===== src/rtl/io_port_bank.sv =====
// io_port_bank: per-channel input FIFOs drained by a CPU read port, plus
// CPU-written output registers with a one-cycle update strobe per channel.
//
// Handshake: an external push on channel k happens on a rising edge where
// in_valid[k] and in_ready[k] are both high. in_ready[k] comes only from the
// registered occupancy and rst, so it never depends on in_valid or on CPU
// activity in the same cycle. A push offered while in_ready[k] is low is
// dropped and latches in_overflow[k] until the next reset.
module io_port_bank #(
  parameter int DATA_W   = 16,
  parameter int CHANNELS = 2,
  parameter int IN_DEPTH = 4
) (
  input  logic                                          clk,
  input  logic                                          rst,
  input  logic [CHANNELS*DATA_W-1:0]                    in_port,
  input  logic [CHANNELS-1:0]                           in_valid,
  output logic [CHANNELS-1:0]                           in_ready,
  output logic [CHANNELS*DATA_W-1:0]                    out_port,
  output logic [CHANNELS-1:0]                           out_strobe,
  input  logic [((CHANNELS > 1) ? $clog2(CHANNELS) : 1)-1:0] cpu_sel,
  input  logic                                          cpu_rd,
  input  logic                                          cpu_wr,
  input  logic [DATA_W-1:0]                             cpu_wdata,
  output logic [DATA_W-1:0]                             cpu_rdata,
  output logic                                          cpu_rd_ok,
  output logic [CHANNELS-1:0]                           in_overflow
);

  localparam int SEL_W = (CHANNELS > 1) ? $clog2(CHANNELS) : 1;
  localparam int PTR_W = $clog2(IN_DEPTH);

  localparam logic [SEL_W:0] CH_LIM   = (SEL_W+1)'(CHANNELS);
  localparam logic [PTR_W:0] DEPTH_C  = (PTR_W+1)'(IN_DEPTH);
  localparam logic [PTR_W:0] CNT_ONE  = (PTR_W+1)'(1);
  localparam logic [PTR_W-1:0] PTR_ONE = PTR_W'(1);

  // FIFO storage and bookkeeping, one set per channel
  logic [DATA_W-1:0] mem   [CHANNELS][IN_DEPTH];
  logic [PTR_W-1:0]  wptr  [CHANNELS];
  logic [PTR_W-1:0]  rptr  [CHANNELS];
  logic [PTR_W:0]    count [CHANNELS];

  logic                sel_ok;
  logic [CHANNELS-1:0] sel_hit;
  logic [CHANNELS-1:0] push;
  logic [CHANNELS-1:0] pop;
  logic [DATA_W-1:0]   head_data;

  // Out-of-range selects turn both CPU operations into no-ops
  assign sel_ok = ({1'b0, cpu_sel} < CH_LIM);

  // Decode ready, push/pop enables and the head entry of the selected FIFO
  always_comb begin
    sel_hit   = '0;
    push      = '0;
    pop       = '0;
    in_ready  = '0;
    head_data = '0;
    for (int k = 0; k < CHANNELS; k++) begin
      sel_hit[k]  = sel_ok && (cpu_sel == SEL_W'(k));
      in_ready[k] = (count[k] < DEPTH_C) && !rst;
      push[k]     = in_valid[k] && in_ready[k];
      // Pop only looks at the registered count: no bypass of a same-cycle push
      pop[k]      = cpu_rd && sel_hit[k] && (count[k] != '0);
      if (sel_hit[k]) begin
        head_data = mem[k][rptr[k]];
      end
    end
  end

  // FIFO data array; contents need no reset because count gates every read
  always_ff @(posedge clk) begin
    for (int k = 0; k < CHANNELS; k++) begin
      if (push[k]) begin
        mem[k][wptr[k]] <= in_port[k*DATA_W +: DATA_W];
      end
    end
  end

  // FIFO pointers, occupancy and sticky overflow flags
  always_ff @(posedge clk) begin
    if (rst) begin
      for (int k = 0; k < CHANNELS; k++) begin
        wptr[k]  <= '0;
        rptr[k]  <= '0;
        count[k] <= '0;
      end
      in_overflow <= '0;
    end else begin
      for (int k = 0; k < CHANNELS; k++) begin
        if (push[k]) begin
          wptr[k] <= wptr[k] + PTR_ONE;
        end
        if (pop[k]) begin
          rptr[k] <= rptr[k] + PTR_ONE;
        end
        case ({push[k], pop[k]})
          2'b10:   count[k] <= count[k] + CNT_ONE;
          2'b01:   count[k] <= count[k] - CNT_ONE;
          default: count[k] <= count[k];
        endcase
        // A full FIFO stays full for the whole cycle, even if popped now
        if (in_valid[k] && !in_ready[k]) begin
          in_overflow[k] <= 1'b1;
        end
      end
    end
  end

  // CPU read port: registered data, held when no pop happens
  always_ff @(posedge clk) begin
    if (rst) begin
      cpu_rdata <= '0;
      cpu_rd_ok <= 1'b0;
    end else begin
      cpu_rd_ok <= |pop;
      if (|pop) begin
        cpu_rdata <= head_data;
      end
    end
  end

  // CPU write port: output registers and their one-cycle strobes
  always_ff @(posedge clk) begin
    if (rst) begin
      out_port   <= '0;
      out_strobe <= '0;
    end else begin
      out_strobe <= '0;
      for (int k = 0; k < CHANNELS; k++) begin
        if (cpu_wr && sel_hit[k]) begin
          out_port[k*DATA_W +: DATA_W] <= cpu_wdata;
          out_strobe[k]                <= 1'b1;
        end
      end
    end
  end

endmodule

===== config.mk =====
export PLATFORM = sky130hd
export DESIGN_NAME = io_port_bank
export DESIGN_NICKNAME = d
export VERILOG_FILES = /design/src/rtl/io_port_bank.sv
export SDC_FILE = /design/constraint.sdc
export NUM_CORES = 1
export LEC_CHECK = 0
export ABC_CLOCK_PERIOD_IN_PS = 2300
export CAP_MARGIN = 20
export CORE_MARGIN = 5
export CORE_UTILIZATION = 45
export DETAILED_ROUTE_END_ITERATION = 7
export PLACE_DENSITY = 0.8
export SKIP_CTS_REPAIR_TIMING = 1
export SLEW_MARGIN = 20
export SYNTH_ARGS = -nofsm -noshare
export SYNTH_HDL_FRONTEND = slang
export SYNTH_SLANG_ARGS = --single-unit

===== constraint.sdc =====
create_clock -name clk -period 2.3 [get_ports clk]
set_input_delay 0.575 -clock clk [delete_from_list [all_inputs] [get_ports clk]]
set_output_delay 0.575 -clock clk [all_outputs]
set_load 0.01 [all_outputs]

==> flow_metrics.tcl <==
set metrics [dict create \
    powerDensity_mw_per_mm2 799 \
    critPathRequiredTime_ps 2440 \
    place_inst 850 \
    grt_pass1_vias 4780 \
    gp_congestion 0.847 \
    ios 110 \
    status "complete, no violations" \
    relSlewSlack_pct 56.0 \
    cts_tree "built" \
    fillerInstances 1234 \
    internal_power_uw 6060 \
    worst-setup-path-type "in2reg" \
    r2r_cells 9 \
    setup_viol 0 \
    clk_pin_slew_ps 70 \
    overflow 0 \
    cp_max_fo 25 \
    syn-num-nets 581 \
    mostFrequentLayoutCells "edfxtp_1, clkdlybuf4s50_1, nand2_1, dfxtp_1, a21oi_1" \
    cts_sinks 195 \
    die_area_mm2 0.0196 \
    cp-end-kind "register" \
    gr-usage-met2_pct 28.9 \
    r2r_end "count[1][2]$_DFFE_PP_" \
    nets 720 \
    power.total_uw 7870 \
    numPortBuffers 109 \
    finalNonFillerCells 882 \
    cts_root_buf "clkbuf_16" \
    area_delta_synth_final_pct 29.9 \
    htreeDepth 4 \
    worstMarginPinSlew_ps 661 \
    hold_viol 0 \
    core_mm2 0.0166 \
    yosysWarnings 0 \
    dp_hpwl_mm 11.4 \
    hp-class "reg2reg" \
    grt.busiest_layer "met2" \
    final_common_cell "edfxtp_1" \
    hold_start "out_port[26]$_SDFFE_PP0P_" \
    viasPerCell 5.21 \
    rsz0062_at_grt "true" \
    use_met3_pct 5.35 \
    drc 0 \
    synth_edf_count 142 \
    clkPwrFrac_pct 36.8 \
    placementRows 47 \
    fin_crit_sh_pct 96.2 \
    synthArstFlopShare_pct 0 \
    dr.pass1.iters 4 \
    clock_latency_ps 430 \
    combPwrFrac_pct 11.8 \
    syn_avg_cell_area_um2 14.9 \
    track_usage_pct 17.0 \
    max-vdd-ir-drop_uv 561 \
    power_leakage_uw 0.00356 \
    share_seq_of_total_power_pct 51.4 \
    whs_ps 457 \
    critPathLaunch "cpu_sel" \
    layout-drive-gt1-share_pct 13.7 \
    antenna_found_initial 0 \
    ys_types 37 \
    antennaDiodeCount 0 \
    routed_wl_mm 16.4 \
    min_to "out_port[26]$_SDFFE_PP0P_" \
    drv_slew 0 \
    drt-wirelength-per-cell_um 18.6 \
    placed_area_mm2 0.00922 \
    die_h_um 140 \
    dieWidth_um 140 \
    synthFlopType "edfxtp_1" \
    via_count 4599 \
    max-cap-violations 0 \
    power_switching_uw 1810 \
    drt_iter0_drc 321 \
    yosysSeqAreaShare_pct 70.2 \
    hold_depth 2 \
    cts_buffers 17 \
    regToRegSetupSlack_ps 180 \
    cts_max_path_buffers 2 \
    crit-reg2reg-launch "count[0][2]$_SDFFCE_PN0P_" \
    grt_max_degree 35 \
    fin_area_mm2 0.00985 \
    synthCells 510 \
    min_period_ps 2210 \
    skew_ps 11.3 \
    arrival_ps 2350 \
    grt_util_met1_pct 20.6 \
    initial_utilization_pct 45.7 \
    cp-start-kind "primary input" \
    ys_ff_latch 195 \
    grt_pass1_wl_mm 25.5 \
    switching_share_pct 23.0 \
    synth_area_mm2 0.00759 \
    ant_nets 0 \
    fmax_mhz 452 \
]
[synthesized netlist by cell type (2+ instances only)]
master      n  area (µm²)
buf_6       2        22.5
ha_1       15         188
mux4_1      6         158
buf_4       5        37.5
clkbuf_1    7        26.3
a211oi_1    2        15.0
nor2_1     35         131
dfxtp_1    53        1060
o31ai_1     2        15.0
and2_1      4        25.0
xnor2_1     4        35.0
mux2i_1    29         290
a21oi_1    35         175
a22o_1     13         114
nand2b_1    2        12.5
inv_1      13        48.8
xor2_1      2        17.5
o21ai_0     2        10.0
nand2_1    70         263
edfxtp_1  142        4260
buf_2       9        45.0
and3_1      8        50.1
buf_1       2        7.51
nand3_1     2        10.0
nor2b_1    10        62.6
a221oi_1   13         114
mux4_2     13         293
[per-layer routing]
| layer | vias to the layer above | wire length, µm | part of all wire [%] |
|---|---|---|---|
| li1 | 2173 | - | - |
| met1 | 2257 | 6460 | 39 |
| met2 | 147 | 8520 | 52 |
| met3 | 22 | 1100 | 6.7 |
| met4 | 0 | 286 | 1.7 |
| met5 | - | 0 | 0 |
[cell type report]
cell class              count  area, µm²  share of cell area, %
clock buffers              21        497                   5.04
clock inverters            11       97.6                  0.991
inverters                  14       52.6                  0.533
multi-input cells         275       2070                   21.0
flip-flops and latches    195       5330                   54.1
well taps                 220        275                   2.79
repair buffers            146       1530                   15.6
[metrics by stage]
step | worst slack [ps] | setup TNS, ps | util [%]
final | 86.9 | 0 | 59.4
after global routing | -12.7 | -28.4 | 59.4
after CTS | -291 | -432 | 59.2
after detailed placement | -444 | -8270 | 55.6
after global placement | -374 | -6760 | 55.6
after floorplan | 11.7 | 0 | -
[registers in the layout, summed over array words and instances (netlist names)]
register,flops
cpu_rd_ok,1
wptr,4
mem,128
out_port,32
in_overflow,2
out_strobe,2
cpu_rdata,16
rptr,4
count,6
[power by group through the flow]
stage               Combinational [µW]  Sequential, µW  Clock, µW
finish                             928            4050       2900
global route                      1000            4060       3120
CTS                                933            4050       2950
detailed placement                 924            4120          0
global placement                   893            4110          0
floorplan                          466            4110          0
[kinds of logic after synthesis]
family                     after synthesis  synth area share (%)
DFF                                    195                  70.2
xor gates and xnor gates                 6                 0.693
adders and majority gates               16                  2.74
AOI/OAI and AO/OA                       71                  6.28
and+or+nand+nor                        134                  7.54
buffers and inverters                   40                  2.79
muxes                                   48                  9.76
[worst max path at each step]
stage                                           end  slack (ps)
after floorplan           count[0][2]$_SDFFCE_PN0P_          10
after global placement    count[0][2]$_SDFFCE_PN0P_        -370
after detailed placement  count[0][2]$_SDFFCE_PN0P_        -440
after CTS                               in_ready[1]        -290
after global routing          count[1][0]$_DFFE_PP_         -10
final                         count[1][0]$_DFFE_PP_          90
[critical path: stages]
cell and delay [ps]:
clkdlybuf4s50_1 500, buf_6 240, nand2_1 90, or2_2 320, inv_1 60, ha_1 230, o21ai_0 180, buf_4 150
(Power assumes the default switching activity.)
